## src/rtl/i_raster_pkg.sv

```systemverilog
// Shared definitions for the raster index generator: FSM states and default widths.
package i_raster_pkg;

   localparam int DEF_COL_BITS = 13;
   localparam int DEF_ROW_BITS = 13;

   typedef enum logic [1:0] {
      ST_IDLE = 2'd0,
      ST_RUN  = 2'd1,
      ST_DONE = 2'd2
   } state_e;

endpackage

```

## src/rtl/i_wrap_counter.sv

```systemverilog
// Up-counter that returns to zero after reaching wrap_val; at_wrap flags the terminal value.
module i_wrap_counter #(
   parameter int WIDTH = 13
) (
   input  logic             clk,
   input  logic             rst,
   input  logic             clear,
   input  logic             enable,
   input  logic [WIDTH-1:0] wrap_val,
   output logic [WIDTH-1:0] count,
   output logic             at_wrap
);

   logic [WIDTH-1:0] count_q;
   logic [WIDTH-1:0] count_d;

   assign at_wrap = (count_q == wrap_val);
   assign count   = count_q;

   // wrap_val never exceeds 2^WIDTH-2, so the increment cannot overflow.
   always_comb begin
      count_d = count_q;
      if (clear) begin
         count_d = '0;
      end else if (enable) begin
         count_d = at_wrap ? '0 : count_q + WIDTH'(1);
      end
   end

   always_ff @(posedge clk or posedge rst) begin
      if (rst) begin
         count_q <= '0;
      end else begin
         count_q <= count_d;
      end
   end

endmodule

```

## src/rtl/i_raster_counter.sv

```systemverilog
// Frame scanner: walks (col,row) in raster order under ready/valid handshake,
// with frame markers, a done pulse and rejection of zero-sized frames.
module i_raster_counter
   import i_raster_pkg::*;
#(
   parameter int COL_BITS = DEF_COL_BITS,
   parameter int ROW_BITS = DEF_ROW_BITS
) (
   input  logic                clk,
   input  logic                rst,
   input  logic                clear,
   input  logic                start,
   input  logic [COL_BITS-1:0] num_cols,
   input  logic [ROW_BITS-1:0] num_rows,
   input  logic                ready,
   output logic                valid,
   output logic [COL_BITS-1:0] col,
   output logic [ROW_BITS-1:0] row,
   output logic                sof,
   output logic                eof,
   output logic                sol,
   output logic                eol,
   output logic                busy,
   output logic                done,
   output logic                dim_err
);

   state_e              state_q, state_d;
   logic [COL_BITS-1:0] cols_m1_q, cols_m1_d;
   logic [ROW_BITS-1:0] rows_m1_q, rows_m1_d;
   logic                dim_err_q, dim_err_d;

   logic                dims_ok;
   logic                start_ok;
   logic                cnt_clear;
   logic                accept;
   logic                col_at_wrap;
   logic                row_at_wrap;
   logic [COL_BITS-1:0] col_cnt;
   logic [ROW_BITS-1:0] row_cnt;

   assign dims_ok   = (num_cols != '0) && (num_rows != '0);
   assign start_ok  = (state_q == ST_IDLE) && start && dims_ok && !clear;
   assign cnt_clear = clear || start_ok;
   assign accept    = valid && ready;

   i_wrap_counter #(.WIDTH(COL_BITS)) u_col_cnt (
      .clk      (clk),
      .rst      (rst),
      .clear    (cnt_clear),
      .enable   (accept),
      .wrap_val (cols_m1_q),
      .count    (col_cnt),
      .at_wrap  (col_at_wrap)
   );

   // Rows advance only when the column counter wraps on an accepted pixel.
   i_wrap_counter #(.WIDTH(ROW_BITS)) u_row_cnt (
      .clk      (clk),
      .rst      (rst),
      .clear    (cnt_clear),
      .enable   (col_at_wrap && accept),
      .wrap_val (rows_m1_q),
      .count    (row_cnt),
      .at_wrap  (row_at_wrap)
   );

   always_comb begin
      state_d   = state_q;
      cols_m1_d = cols_m1_q;
      rows_m1_d = rows_m1_q;
      dim_err_d = 1'b0;
      if (clear) begin
         state_d = ST_IDLE;
      end else begin
         case (state_q)
            ST_IDLE: begin
               if (start) begin
                  if (dims_ok) begin
                     state_d   = ST_RUN;
                     cols_m1_d = num_cols - COL_BITS'(1);
                     rows_m1_d = num_rows - ROW_BITS'(1);
                  end else begin
                     dim_err_d = 1'b1;
                  end
               end
            end
            ST_RUN: begin
               if (ready && col_at_wrap && row_at_wrap) begin
                  state_d = ST_DONE;
               end
            end
            ST_DONE: state_d = ST_IDLE;
            default: state_d = ST_IDLE;
         endcase
      end
   end

   always_ff @(posedge clk or posedge rst) begin
      if (rst) begin
         state_q   <= ST_IDLE;
         cols_m1_q <= '0;
         rows_m1_q <= '0;
         dim_err_q <= 1'b0;
      end else begin
         state_q   <= state_d;
         cols_m1_q <= cols_m1_d;
         rows_m1_q <= rows_m1_d;
         dim_err_q <= dim_err_d;
      end
   end

   assign valid   = (state_q == ST_RUN);
   assign busy    = (state_q != ST_IDLE);
   assign done    = (state_q == ST_DONE);
   assign dim_err = dim_err_q;
   assign col     = col_cnt;
   assign row     = row_cnt;
   assign sol     = valid && (col_cnt == '0);
   assign eol     = valid && col_at_wrap;
   assign sof     = sol && (row_cnt == '0);
   assign eof     = eol && row_at_wrap;

endmodule

```

## config.mk

```make
export PLATFORM = sky130hd
export DESIGN_NAME = i_raster_counter
export DESIGN_NICKNAME = d
export VERILOG_FILES = /design/src/rtl/i_raster_pkg.sv /design/src/rtl/i_wrap_counter.sv /design/src/rtl/i_raster_counter.sv
export SDC_FILE = /design/constraint.sdc
export NUM_CORES = 1
export LEC_CHECK = 0
export BUFFER_PORTS_ARGS = -buffer_cell sky130_fd_sc_hd__buf_4
export CELL_PAD_IN_SITES_DETAIL_PLACEMENT = 1
export CELL_PAD_IN_SITES_GLOBAL_PLACEMENT = 2
export CORE_MARGIN = 8
export CORE_UTILIZATION = 33
export CTS_CLUSTER_DIAMETER = 30
export CTS_CLUSTER_SIZE = 24
export DETAILED_ROUTE_END_ITERATION = 12
export GPL_TIMING_DRIVEN = 0
export HOLD_SLACK_MARGIN = 0.06
export PLACE_DENSITY = 0.78
export SYNTH_ARGS = -nofsm -noshare
export SYNTH_HDL_FRONTEND = slang
export SYNTH_SLANG_ARGS = --single-unit
```

## constraint.sdc

```tcl
create_clock -name clk -period 2.7 [get_ports clk]
set_input_delay 0.135 -clock clk [delete_from_list [all_inputs] [get_ports clk]]
set_output_delay 0.135 -clock clk [all_outputs]
set_load 0.005 [all_outputs]
```

==> metrics.md, run 1 <==
| Metric | Value |
|---|---|
| Skew-Pair Late Insertion Delay | 0.32 ns |
| Period utilization | 92.18% |
| Reg2Reg Depth | 8 |
| CP peak stage delay | 0.52 ns |
| Maxcap violations | 0 |
| CP delay by family, top | simple AND/OR/NAND/NOR gates |
| Final hold violations | 0 |
| Synthesized flop and latch total | 55 |
| Sw Share | 28.71% |
| Clock Power Share | 31.4% |
| First-pass GRT wire length | 18.22 mm |
| Max Fclk | 401.8 MHz |
| CTS max path bufs | 2 |
| Hold EP | rows_m1_q[6]$_DFFE_PP0P_ |
| Startpoint Class | register |
| Core Rows | 37 |
| WL met2 | 5.301 mm |
| Final instance area | 4292 um^2 |
| Initial Util | 33.80% |
| Clk_skew | 0.01301 ns |
| Syn Inst Count | 401 |
| DRT iter0 DRCs | 64 |
| Clock sinks | 55 |
| DIE HEIGHT | 118.4 um |
| RSZ-0062 raised after global routing | false |
| LEAKAGE | 1.835 nW |
| RePlAce Congestion | 0.8000 |
| Worst min path class | in2reg |
| Die X | 118.4 um |
| VDD IR max | 0.0002073 V |
| H-Tree Depth | 2 |
| Actual slew at the worst max-slew pin | 0.7959 ns |
| WL met3 | 248 um |
| DPL Wire Length | 8.440 mm |
| WP data required | 2.57 ns |
| Vias | 3,218 |
| Grt ovf | 0 |
| Placeable Area | 10,230 um^2 |
| Gate power share | 18.0% |
| CTS Root Cell | clkbuf_8 |
| Critical Setup Path Class | reg2out |
| Share of layout cells above drive strength 1 | 20.80% |
| Fill count | 1,230 |
| Vias in the first global route | 3,480 |
| Inserted Diodes | 0 |
| Hold depth | 3 |
| Total Routing Usage GR | 15.84% |
| Post-CTS Setup Inserts | 0 |
| Drt drc | 0 |
| Synthesized cell area | 3458 um^2 |
| Top routing layer in use | met4 |
| Vias per std cell | 5.258 |
| CTS Buf Count | 5 |
| Worst r2r dst | u_col_cnt.count[9]$_DFFE_PP0P_ |
| Average wire per standard cell | 17.85 um |
| Syn nets | 440 |
| # IOs | 65 |
| Tmin final | 2.489 ns |
| Worst path cell trace | xnor2_1 > nand4_1 > nor3_1 > nand2_2 > clkbuf_2 > nor3_2 > buf_4 |
| Drt total wl | 10.92 mm |
| Worst r2r src | u_col_cnt.count[3]$_DFFE_PP0P_ |
| Worst EP arrival | 2.35 ns |
| Setup TNS | 0 ns |
| Worst reg2reg setup slack | 0.40 ns |
| Pre-Repair DR Iteration Count | 4 |
| Area grow syn2layout | 24.10% |
| Seq pwr share | 50.6% |
| Power, Total | 1.921 mW |
| YS warnings | 0 |
| Area of the multi-input gates | 1951 um^2 |
| Largest net degree at the start of global routing | 35 |
| CP max-delay cell | dfrtp_1 |
| Internal Pwr Total | 1.369 mW |
| CTS tree | built |
| Port Buffer Count | 64 |
| Syn Area/Cell | 8.624 um^2 |
| Area post-placement | 4129 um^2 |
| Unique masters post-synth | 46 |
| Hold_sp | num_rows[6] |
| Initial antenna violation count | 0 |
| CP endpoint kind | primary output |
| Slew Limit Headroom | 46.50% |
| Remaining antenna violation count | 0 |
| Critical path buffers and inverters | 2 |
| Final nets | 514 |
| Power density cells | 447.5 nW/um^2 |
| Final setup fails | 0 |
| Max FO, Critical Path | 10 |
| Die Area | 14,010 um^2 |
| Max Slew Vio Count | 0 |
| Seq/Total Area, Yosys | 39.80% |
| Run status | finished, final reports clean |
| Worst-path clk slew | 0.11 ns |
| Sequential Area | 1376 um^2 |
| Switching power | 0.5513 mW |
| Met1 Wirelength | 5.246 mm |
[repair_timing]
item | in CTS | in global routing
hold buffers | 3 | 0
setup endpoints to repair | 1 | 1
resized for setup | 1 | 4
pin swaps | 0 | 0
hold endpoints to repair | 25 | 0
[cell families after synthesis]
group / share of synthesized area (%)
mux: 0.9045
compound gates: 13.35
buf+inv: 4.197
xor+xnor: 11.40
flops: 39.80
simple gates: 27.46
fa+ha+maj: 2.894
[tightest hold or removal path: cells and delay by family]
family	cells	cell delay, ns
AOI/OAI and AO/OA	1	0.08
buffers and inverters	1	0.11
and+or+nand+nor	1	0.06
[per-stage QoR]
stage,std cells,util (%),setup slack [ns],hold slack [ns]
final,612,41.95,0.2111,0.08699
after global routing,612,41.95,0.02855,0.08375
after CTS,612,41.85,0.05277,0.08081
after detailed placement,602,40.36,0.2186,0.2089
after global placement,601,40.16,0.2942,0.3358
after floorplan,401,-,0.7872,0.2069
[synthesized netlist by cell type (all sizes together)]
master | count | area share (%)
nor2b | 1 | 0.18
and2 | 3 | 0.54
and4 | 6 | 1.5
ha | 8 | 2.9
xor2 | 23 | 5.8
nand2b | 4 | 0.72
xnor2 | 22 | 5.6
a31oi | 7 | 1.3
nand2 | 29 | 3.1
a22o | 3 | 0.76
inv | 15 | 1.6
or4b | 1 | 0.29
nand4 | 9 | 1.6
or2 | 3 | 0.54
a21boi | 3 | 0.65
clkbuf | 9 | 0.98
nor3 | 12 | 1.7
o21ai | 14 | 2.0
or4 | 3 | 0.76
nor4 | 14 | 3.3
or3 | 3 | 0.54
nor3b | 2 | 0.43
nand3b | 1 | 0.22
nand4b | 5 | 1.3
nand3 | 18 | 2.6
and4bb | 1 | 0.36
or3b | 1 | 0.25
o31ai | 4 | 1.0
nor2 | 53 | 6.0
nor4b | 2 | 0.51
mux2 | 1 | 0.33
and3 | 5 | 0.90
a221o | 1 | 0.29
buf | 9 | 1.6
dfrtp | 55 | 40
a21o | 2 | 0.43
mux2i | 2 | 0.58
a21oi | 47 | 6.9
[worst max-delay path by stage]
stage                                               from                         endpoint  slack, ns  cells after the start
after floorplan           u_col_cnt.count[8]$_DFFE_PP0P_  u_row_cnt.count[12]$_DFFE_PP0P_       0.79                      8
final                     u_row_cnt.count[9]$_DFFE_PP0P_                              eof       0.21                      7
after detailed placement  u_row_cnt.count[4]$_DFFE_PP0P_                              eof       0.22                      8
after global routing      u_row_cnt.count[4]$_DFFE_PP0P_                              eof       0.03                      7
after global placement    u_row_cnt.count[4]$_DFFE_PP0P_                              eof       0.29                      8
after CTS                 u_row_cnt.count[8]$_DFFE_PP0P_                              eof       0.05                      6
[sequential cells by signal (all words and copies together), names as in the netlist]
signal           flops
cols_m1_q           13
rows_m1_q           13
u_col_cnt.count     13
u_row_cnt.count     13
state_q              2
dim_err              1
[placed cells by master, fill, tap and decap left out, types with 10 or more instances in the layout]
| master | netlist | routed |
|---|---|---|
| nor4_1 | 11 | 10 |
| inv_1 | 15 | 14 |
| nand3_1 | 18 | 18 |
| a21oi_1 | 46 | 46 |
| nor2_1 | 52 | 52 |
| dfrtp_1 | 55 | 55 |
| o21ai_0 | 13 | 13 |
| nand2_1 | 29 | 28 |
| nor3_1 | 12 | 11 |
| xnor2_1 | 22 | 22 |
| xor2_1 | 23 | 23 |
| buf_4 | 4 | 68 |
[per-layer routing]
layer  vias up  global-route usage, %
li1       1561                      -
met1      1604                  20.70
met2        45                  26.86
met3         8                  2.285
met4         0                  4.111
met5         -                      0
[layout make-up]
type	instances	area share, %
tap	136	3.965
timing repair buffer	68	12.36
inverter	15	1.312
clock inverter	2	0.9038
clock buffer	6	1.924
buffer	17	2.012
sequential	55	32.07
multi-input combinational	313	45.45
[power by group through the flow]
stage	sequential [mW]	combinational (mW)	clock, mW
floorplan	0.968	0.219	0
global placement	0.989	0.325	0
detailed placement	0.991	0.344	0
CTS	0.974	0.350	0.617
global route	0.984	0.390	0.646
finish	0.972	0.346	0.603
(Power assumes the default switching activity.)
==> inputs of run 2 (changes only) <==
--- a/config.mk
+++ b/config.mk
@@ -9,13 +9,13 @@
 export CELL_PAD_IN_SITES_DETAIL_PLACEMENT = 1
 export CELL_PAD_IN_SITES_GLOBAL_PLACEMENT = 2
 export CORE_MARGIN = 8
-export CORE_UTILIZATION = 33
+export CORE_UTILIZATION = 30
 export CTS_CLUSTER_DIAMETER = 30
 export CTS_CLUSTER_SIZE = 24
 export DETAILED_ROUTE_END_ITERATION = 12
 export GPL_TIMING_DRIVEN = 0
 export HOLD_SLACK_MARGIN = 0.06
-export PLACE_DENSITY = 0.78
+export PLACE_DENSITY = 0.75
 export SYNTH_ARGS = -nofsm -noshare
 export SYNTH_HDL_FRONTEND = slang
 export SYNTH_SLANG_ARGS = --single-unit
==> constraint.sdc (replaced) <==
create_clock -name clk -period 2.1 [get_ports clk]
set_input_delay 0.105 -clock clk [delete_from_list [all_inputs] [get_ports clk]]
set_output_delay 0.105 -clock clk [all_outputs]
set_load 0.005 [all_outputs]
==> run 2 against run 1 <==
  * Combinational power increased by 36%
  * Register-to-register slack got worse by 0.31 ns
  * Sequential share of layout area decreased by 1.8 points
  * Setup slack got worse by 0.20 ns
  * Critical endpoint unchanged
  * Highest routed layer unchanged
  * Die area increased by 8.6%
  * Critical path type unchanged
  * First-iteration DRC count increased by 78%
  * Flip-flop and latch count unchanged
==> metrics.md, run 2 (synthesis gave the netlist of run 1 again) <==
| Metric | Value |
|---|---|
| Run status | finished, final reports clean (unchanged) |
| Area of the multi-input gates | 2034 um^2 (was 1951 um^2) |
| Final nets | 528 (was 514) |
| CP delay by family, top | simple AND/OR/NAND/NOR gates (unchanged) |
| DIE HEIGHT | 123.4 um (was 118.4 um) |
| Final instance area | 4599 um^2 (was 4292 um^2) |
| Vias per std cell | 5.148 (was 5.258) |
| Actual slew at the worst max-slew pin | 0.5532 ns (was 0.7959 ns) |
| Port Buffer Count | 64 (unchanged) |
| Worst min path class | in2reg (unchanged) |
| Most common cell on crit path | buf_4 |
| Clk_skew | 0.01033 ns (was 0.01301 ns) |
| Hold slack final | 0.08755 ns (was 0.08699 ns) |
| Max Fclk | 478.3 MHz |
| Vias | 3,259 (was 3,218) |
| # IOs | 65 (unchanged) |
| Drt total wl | 11.32 mm (was 10.92 mm) |
| Worst-path clk slew | 0.08 ns (was 0.11 ns) |
| Worst path cell trace | xnor2_1 > nand4_1 > nor3_2 > nand2_1 > buf_4 > nor3_4 > buf_4 (was xnor2_1 > nand4_1 > nor3_1 > nand2_2 > clkbuf_2 > nor3_2 > buf_4) |
| Die X | 123.4 um (was 118.4 um) |
| Initial Util | 30.55% (was 33.80%) |
| Switching power | 0.7368 mW (was 0.5513 mW) |
| Critical path buffers and inverters | 2 (unchanged) |
| Inserted Diodes | 0 (unchanged) |
| LEAKAGE | 1.951 nW (was 1.835 nW) |
| Average wire per standard cell | 17.88 um (was 17.85 um) |
| Clock Power Share | 36.5% (was 31.4%) |
| Pre-Repair DR Iteration Count | 4 (unchanged) |
| Commonest non-fill, non-tap cell in the layout | buf_4 (unchanged) |
| Sequential Area | 1393 um^2 (was 1376 um^2) |
| Gate power share | 17.3% (was 18.0%) |
| Grt ovf | 0 (unchanged) |
| Max FO, Critical Path | 10 (unchanged) |
| Slew Limit Headroom | 63.12% (was 46.50%) |
| DRT iter0 DRCs | 114 (was 64) |
| RSZ-0062 raised after global routing | true (was false) |
| PnR worst setup slack | 0.009331 ns (was 0.2111 ns) |
| RePlAce Congestion | 0.8102 (was 0.8000) |
| Max Slew Vio Count | 0 (unchanged) |
| Period utilization | 99.56% |
| CTS Buf Count | 5 (unchanged) |
| WP data required | 2.00 ns (was 2.57 ns) |
| CP endpoint kind | primary output (unchanged) |
| Critical Setup Path Class | reg2out (unchanged) |
| Worst EP arrival | 1.99 ns (was 2.35 ns) |
| H-Tree Depth | 2 (unchanged) |
| Share of layout cells above drive strength 1 | 29.80% (was 20.80%) |
| Area grow syn2layout | 33.00% (was 24.10%) |
| Fill count | 1,336 (was 1,230) |
| Setup TNS | 0 ns (unchanged) |
| Startpoint Class | register (unchanged) |
| Tmin final | 2.091 ns |
| Area post-placement | 4138 um^2 (was 4129 um^2) |
| CP max-delay cell | dfrtp_2 (was dfrtp_1) |
| Remaining antenna violation count | 0 (unchanged) |
| Internal Pwr Total | 1.977 mW (was 1.369 mW) |
| Maxcap violations | 0 (unchanged) |
| CTS tree | built (unchanged) |
| Pre-CTS WS | -0.3438 ns (was 0.2186 ns) |
| Vias in the first global route | 3,470 (was 3,480) |
| Power, Total | 2.714 mW (was 1.921 mW) |
| Seq pwr share | 46.2% (was 50.6%) |
| Power density cells | 590.1 nW/um^2 (was 447.5 nW/um^2) |
| Final setup fails | 0 (unchanged) |
| CTS Root Cell | clkbuf_16 (was clkbuf_8) |
| Die Area | 15,220 um^2 (was 14,010 um^2) |
| Sw Share | 27.15% (was 28.71%) |
| Largest net degree at the start of global routing | 36 (was 35) |
| Clock sinks | 55 (unchanged) |
| CTS max path bufs | 2 (unchanged) |
| VDD IR max | 0.0003655 V (was 0.0002073 V) |
| First-pass GRT wire length | 18.12 mm (was 18.22 mm) |
| Leading cell types in the layout, fill and taps excluded | buf_4 (83), nor2_1 (51), dfrtp_1 (42) (was buf_4 (68), dfrtp_1 (55), nor2_1 (52)) |
| CP peak stage delay | 0.48 ns (was 0.52 ns) |
| DPL Wire Length | 8.632 mm (was 8.440 mm) |
| Skew-Pair Late Insertion Delay | 0.30 ns (was 0.32 ns) |
| Initial antenna violation count | 0 (unchanged) |
| Drt drc | 0 (unchanged) |
| Final hold violations | 0 (unchanged) |
| Total Routing Usage GR | 15.06% (was 15.84%) |
| Placeable Area | 11,320 um^2 (was 10,230 um^2) |
| Core Rows | 39 (was 37) |
run 2: cell types whose count changed in the layout (fill, tap and decap cells not counted), moves of 5 or more:
cell / delta
a21oi_2: +7
buf_4: +15
clkbuf_1: -6
buf_6: +5
clkbuf_16: +5
dfrtp_1: -13
a21oi_1: -7
clkbuf_8: -5
dfrtp_2: +13
run 2: metrics by stage:
step	std cells	util, %
CTS	621	39.10
global route	633	40.63
detailed placement	609	36.55
global placement	608	36.37
finish	633	40.63
floorplan	401	-
run 2: path summary, 6_finish.rpt:
check | depth (start not counted) | to | start | slack, ns
min in group asynchronous | 3 | u_row_cnt.count[5]$_DFFE_PP0P_ | rst | 0.39
max reg2reg | 8 | u_col_cnt.count[6]$_DFFE_PP0P_ | u_col_cnt.count[1]$_DFFE_PP0P_ | 0.09
max in group asynchronous | 4 | cols_m1_q[4]$_DFFE_PP0P_ | rst | 1.14
max | 7 | eof | u_row_cnt.count[9]$_DFFE_PP0P_ | 0.009
min | 3 | rows_m1_q[6]$_DFFE_PP0P_ | num_rows[6] | 0.09
min reg2reg | 2 | cols_m1_q[9]$_DFFE_PP0P_ | cols_m1_q[9]$_DFFE_PP0P_ | 0.50
run 2: layout make-up:
cell class / instances / share of cell area (%)
Multi-Input combinational cell: 313 / 44.23
Clock buffer: 6 / 3.020
Inverter: 15 / 1.224
Clock inverter: 2 / 0.7617
Tap cell: 143 / 3.890
Buffer: 15 / 2.367
Sequential cell: 55 / 30.28
Timing Repair Buffer: 84 / 14.23
run 2: what timing repair did:
| item | 4_1_cts | 5_1_grt |
|---|---|---|
| pin swaps | 2 | 15 |
| setup endpoints to repair | 47 | 47 |
| setup buffers | 3 | 12 |
| endpoints found under the hold margin | 23 | 0 |
| gates cloned | 0 | 1 |
| resized for setup | 22 | 32 |
| hold buffers | 3 | 0 |
run 2: layer usage:
layer | track usage (%) | share of wire [%] | wire (um) | vias up
met4 | 5.192 | 2.2 | 253 | 0
li1 | - | - | - | 1594
met2 | 25.82 | 49 | 5541 | 53
met5 | 0 | 0 | 0 | -
met1 | 18.95 | 46 | 5221 | 1596
met3 | 2.146 | 2.7 | 303 | 16
run 2: power groups by stage:
| stage | Clock [mW] | Combinational, mW | Sequential, mW |
|---|---|---|---|
| 3_5_place_dp | 0 | 0.439 | 1.28 |
| 2_1_floorplan | 0 | 0.282 | 1.25 |
| 6_report | 0.990 | 0.470 | 1.25 |
| 3_3_place_gp | 0 | 0.420 | 1.27 |
| 4_1_cts | 1.00 | 0.463 | 1.26 |
| 5_1_grt | 1.04 | 0.528 | 1.27 |
run 2: worst min-delay path, cell delays in order:
cell	delay [ns]
buf_4	0.11
nand2_1	0.06
a31oi_1	0.08
==> inputs of run 3 (changes only) <==
--- a/config.mk
+++ b/config.mk
@@ -5,17 +5,18 @@
 export SDC_FILE = /design/constraint.sdc
 export NUM_CORES = 1
 export LEC_CHECK = 0
+export ABC_AREA = 1
 export BUFFER_PORTS_ARGS = -buffer_cell sky130_fd_sc_hd__buf_4
 export CELL_PAD_IN_SITES_DETAIL_PLACEMENT = 1
 export CELL_PAD_IN_SITES_GLOBAL_PLACEMENT = 2
 export CORE_MARGIN = 8
-export CORE_UTILIZATION = 30
+export CORE_UTILIZATION = 28
 export CTS_CLUSTER_DIAMETER = 30
-export CTS_CLUSTER_SIZE = 24
+export CTS_CLUSTER_SIZE = 40
 export DETAILED_ROUTE_END_ITERATION = 12
 export GPL_TIMING_DRIVEN = 0
 export HOLD_SLACK_MARGIN = 0.06
-export PLACE_DENSITY = 0.75
+export PLACE_DENSITY = 0.76
 export SYNTH_ARGS = -nofsm -noshare
 export SYNTH_HDL_FRONTEND = slang
 export SYNTH_SLANG_ARGS = --single-unit
==> run 3 against run 2 <==
  * Area after synthesis up 16%
  * Worst hold slack better by 0.015 ns
  * Wire length grew 10%
  * Register-to-register slack better by 0.30 ns
  * Final cell count up 38%
  * Die area is 21% higher
  * Clock skew down 0.0071 ns
  * First-iteration DRC count increased by 32%
  * Sequential share of layout area is 2.6 points lower
  * Critical path depth shrank 1
  * Setup slack better by 0.15 ns
  * Sequential power about the same
  * Critical path type unchanged
  * Critical endpoint is now sof
  * Largest power group unchanged
==> metrics.md, run 3 <==
| Metric | Value |
|---|---|
| Run status | finished, final reports clean (unchanged) |
| Final setup fails | 0 (unchanged) |
| CP Launch Point | u_col_cnt.count[0]$_DFFE_PP0P_ (was u_row_cnt.count[9]$_DFFE_PP0P_) |
| DPL Wire Length | 10.36 mm (was 8.632 mm) |
| Seq pwr share | 44.5% (was 46.2%) |
| Die Area | 18,480 um^2 (was 15,220 um^2) |
| Worst path cell trace | inv_2 > ha_1 > nand4_1 > nor3_4 > nor4b_4 > buf_4 (was xnor2_1 > nand4_1 > nor3_2 > nand2_1 > buf_4 > nor3_4 > buf_4) |
| Critical Setup Path Class | reg2out (unchanged) |
| Worst min path class | in2reg (unchanged) |
| Syn nets | 652 (was 440) |
| CP max-delay cell | dfrtp_2 (unchanged) |
| DIE HEIGHT | 135.9 um (was 123.4 um) |
| CTS tree | built (unchanged) |
| Worst r2r src | state_q[1]$_DFFE_PP0P_ (was u_col_cnt.count[1]$_DFFE_PP0P_) |
| Hold_sp | num_rows[11] (was num_rows[6]) |
| Port Buffer Count | 64 (unchanged) |
| CTS Buf Count | 5 (unchanged) |
| RePlAce Congestion | 0.7777 (was 0.8102) |
| Post-synth top area share | 34.17% (was 39.80%) |
| Unique masters post-synth | 29 (was 46) |
| Most frequent cell after synthesis | nand2_1 (was dfrtp_1) |
| Slew Limit Headroom | 64.09% (was 63.12%) |
| Period utilization | 92.44% (was 99.56%) |
| Syn Area/Cell | 6.570 um^2 (was 8.624 um^2) |
| LEAKAGE | 2.503 nW (was 1.951 nW) |
| CTS Root Cell | clkbuf_16 (unchanged) |
| Die X | 135.9 um (was 123.4 um) |
| Syn Inst Count | 613 (was 401) |
| Most common flop cell mapped by yosys | dfrtp_1 (unchanged) |
| Inserted Diodes | 0 (unchanged) |
| Setup TNS | 0 ns (unchanged) |
| Worst-path clk slew | 0.07 ns (was 0.08 ns) |
| Largest net degree at the start of global routing | 33 (was 36) |
| Total Routing Usage GR | 14.21% (was 15.06%) |
| Remaining antenna violation count | 0 (unchanged) |
| Finished Core Util | 35.02% (was 40.63%) |
| H-Tree Depth | 2 (unchanged) |
| Vias in the first global route | 4,234 (was 3,470) |
| Grt ovf | 0 (unchanged) |
| Internal Pwr Total | 1.968 mW (was 1.977 mW) |
| Vias | 4,010 (was 3,259) |
| Max Fclk | 515.2 MHz (was 478.3 MHz) |
| Critical path buffers and inverters | 2 (unchanged) |
| First-pass GRT wire length | 21.35 mm (was 18.12 mm) |
| Top post-synthesis cells by area | dfrtp_1 (34%), nand2_1 (19%), nand3_1 (7.5%) (was dfrtp_1 (40%), a21oi_1 (6.7%), xor2_1 (5.8%)) |
| DRT iter0 DRCs | 151 (was 114) |
| Max FO, Critical Path | 6 (was 10) |
| Clock Power Share | 33.1% (was 36.5%) |
| Switching power | 0.8324 mW (was 0.7368 mW) |
| Commonest cells in the netlist | nand2_1 (202), nor2_1 (64), inv_1 (61) (was dfrtp_1 (55), nor2_1 (52), a21oi_1 (46)) |
| Maxcap violations | 0 (unchanged) |
| Actual slew at the worst max-slew pin | 0.5379 ns (was 0.5532 ns) |
| Area post-placement | 4758 um^2 (was 4138 um^2) |
| WP data required | 2.00 ns (about the same) |
| Commonest non-fill, non-tap cell in the layout | nand2_1 (was buf_4) |
| Seq/Total Area, Yosys | 34.17% (was 39.80%) |
| Max Slew Vio Count | 0 (unchanged) |
| Synthesized cell area | 4028 um^2 (was 3458 um^2) |
| Drt drc | 0 (unchanged) |
| Drt total wl | 12.49 mm (was 11.32 mm) |
| Hold slack final | 0.1028 ns (was 0.08755 ns) |
| RSZ-0062 raised after global routing | false (was true) |
| Average wire per standard cell | 14.32 um (was 17.88 um) |
| CP endpoint kind | primary output (unchanged) |
| Vias per std cell | 4.599 (was 5.148) |
| Clk_skew | 0.003275 ns (was 0.01033 ns) |
| YS warnings | 0 (unchanged) |
| CP delay by family, top | simple AND/OR/NAND/NOR gates (unchanged) |
| Skew-Pair Late Insertion Delay | 0.29 ns (was 0.30 ns) |
| Final nets | 727 (was 528) |
| Final instance area | 5012 um^2 (was 4599 um^2) |
| Initial Util | 28.14% (was 30.55%) |
| Startpoint Class | register (unchanged) |
| Gate power share | 22.4% (was 17.3%) |
| Worst EP arrival | 1.84 ns (was 1.99 ns) |
| Number of synthesized flops with an enable pin | 0 (unchanged) |
| Core Rows | 44 (was 39) |
| Initial antenna violation count | 0 (unchanged) |
| Power, Total | 2.801 mW (was 2.714 mW) |
| Clock sinks | 55 (unchanged) |
| CTS max path bufs | 2 (unchanged) |
| Share of layout cells above drive strength 1 | 19.77% (was 29.80%) |
| # IOs | 65 (unchanged) |
| VDD IR max | 0.0003624 V (was 0.0003655 V) |
| Synthesized flop and latch total | 55 (unchanged) |
| Area grow syn2layout | 24.45% (was 33.00%) |
| Tmin final | 1.941 ns (was 2.091 ns) |
| Pre-Repair DR Iteration Count | 4 (unchanged) |
| CP peak stage delay | 0.48 ns (about the same) |
| Leading cell types in the layout, fill and taps excluded | nand2_1 (201), buf_4 (70), nor2_1 (63) (was buf_4 (83), nor2_1 (51), dfrtp_1 (42)) |
| Ys async rst share | 100.0% (unchanged) |
| Power density cells | 558.8 nW/um^2 (was 590.1 nW/um^2) |
| Final hold violations | 0 (unchanged) |
| Sw Share | 29.72% (was 27.15%) |
| Synth area leader | dfrtp_1 (unchanged) |
| Placeable Area | 14,310 um^2 (was 11,320 um^2) |
[run 3: cell types whose count changed after synthesis, moves of 13 or more]
cell     change
nand2_1    +173
a21oi_1     -23
o21ai_1     +13
inv_1       +46
inv_2       +15
nand3_1     +42
[run 3: tightest hold or removal path, cell delays in order]
cell and delay [ns]:
buf_4 0.09, xor2_1 0.07, nand2_1 0.06, nand2_1 0.04
[run 3: path summary, 6_finish.rpt]
kind / cells past startpoint / slack [ns] / end
worst min-delay path: 4 / 0.10 / rows_m1_q[11]$_DFFE_PP0P_
max in group asynchronous: 4 / 1.12 / rows_m1_q[3]$_DFFE_PP0P_
worst max-delay path: 6 / 0.16 / sof
min in group asynchronous: 3 / 0.42 / u_col_cnt.count[12]$_DFFE_PP0P_
worst min register to register: 2 / 0.50 / rows_m1_q[3]$_DFFE_PP0P_
worst max register to register: 8 / 0.39 / rows_m1_q[4]$_DFFE_PP0P_
[run 3: power by group through the flow]
stage	clock, mW	sequential [mW]	combinational (mW)
4_1_cts	0.962	1.25	0.631
6_report	0.927	1.25	0.626
2_1_floorplan	0	1.24	0.407
3_3_place_gp	0	1.26	0.585
3_5_place_dp	0	1.27	0.609
5_1_grt	0.996	1.26	0.719
[run 3: cells by family after synthesis]
logic type               count (synthesis)  synth area share (%)
AO/OA/AOI/OAI                           58                 7.394
buffers and inverters                  102                 11.15
flip-flops                              55                 34.17
AND/OR/NAND/NOR                        354                 36.97
XOR/XNOR                                36                 7.828
adder cells (fa/ha/maj)                  8                 2.485
[run 3: area by class of cell]
cell class / instances / area (um^2)
buffer: 25 / 161.4
sequential: 55 / 1388
timing repair buffer: 68 / 530.5
inverter: 77 / 290.3
multi-input combinational: 456 / 2253
clock inverter: 1 / 30.03
tap: 184 / 230.2
fill: 1888 / 9301
clock buffer: 6 / 128.9
[run 3: stage by stage]
stage	std cells	setup WS, ns
2_1_floorplan	613	0.6339
3_3_place_gp	861	-0.1545
3_5_place_dp	862	0.06014
4_1_cts	872	0.003901
5_1_grt	872	0.03253
6_report	872	0.1588
[run 3: metal layers]
| layer | vias to the layer above | share of wire (%) | global-route usage, % |
|---|---|---|---|
| met1 | 1866 | 49 | 19.31 |
| met3 | 6 | 4.8 | 2.439 |
| met2 | 77 | 45 | 22.97 |
| li1 | 2061 | - | - |
| met4 | 0 | 0.97 | 3.295 |
| met5 | - | 0 | 0 |
[run 3: what timing repair did]
action,4_1_cts,5_1_grt
hold buffers,3,0
endpoints found under the setup margin,2,2
setup buffers,0,0
hold endpoints to repair,25,0
pin swaps,0,1
resized for setup,10,10
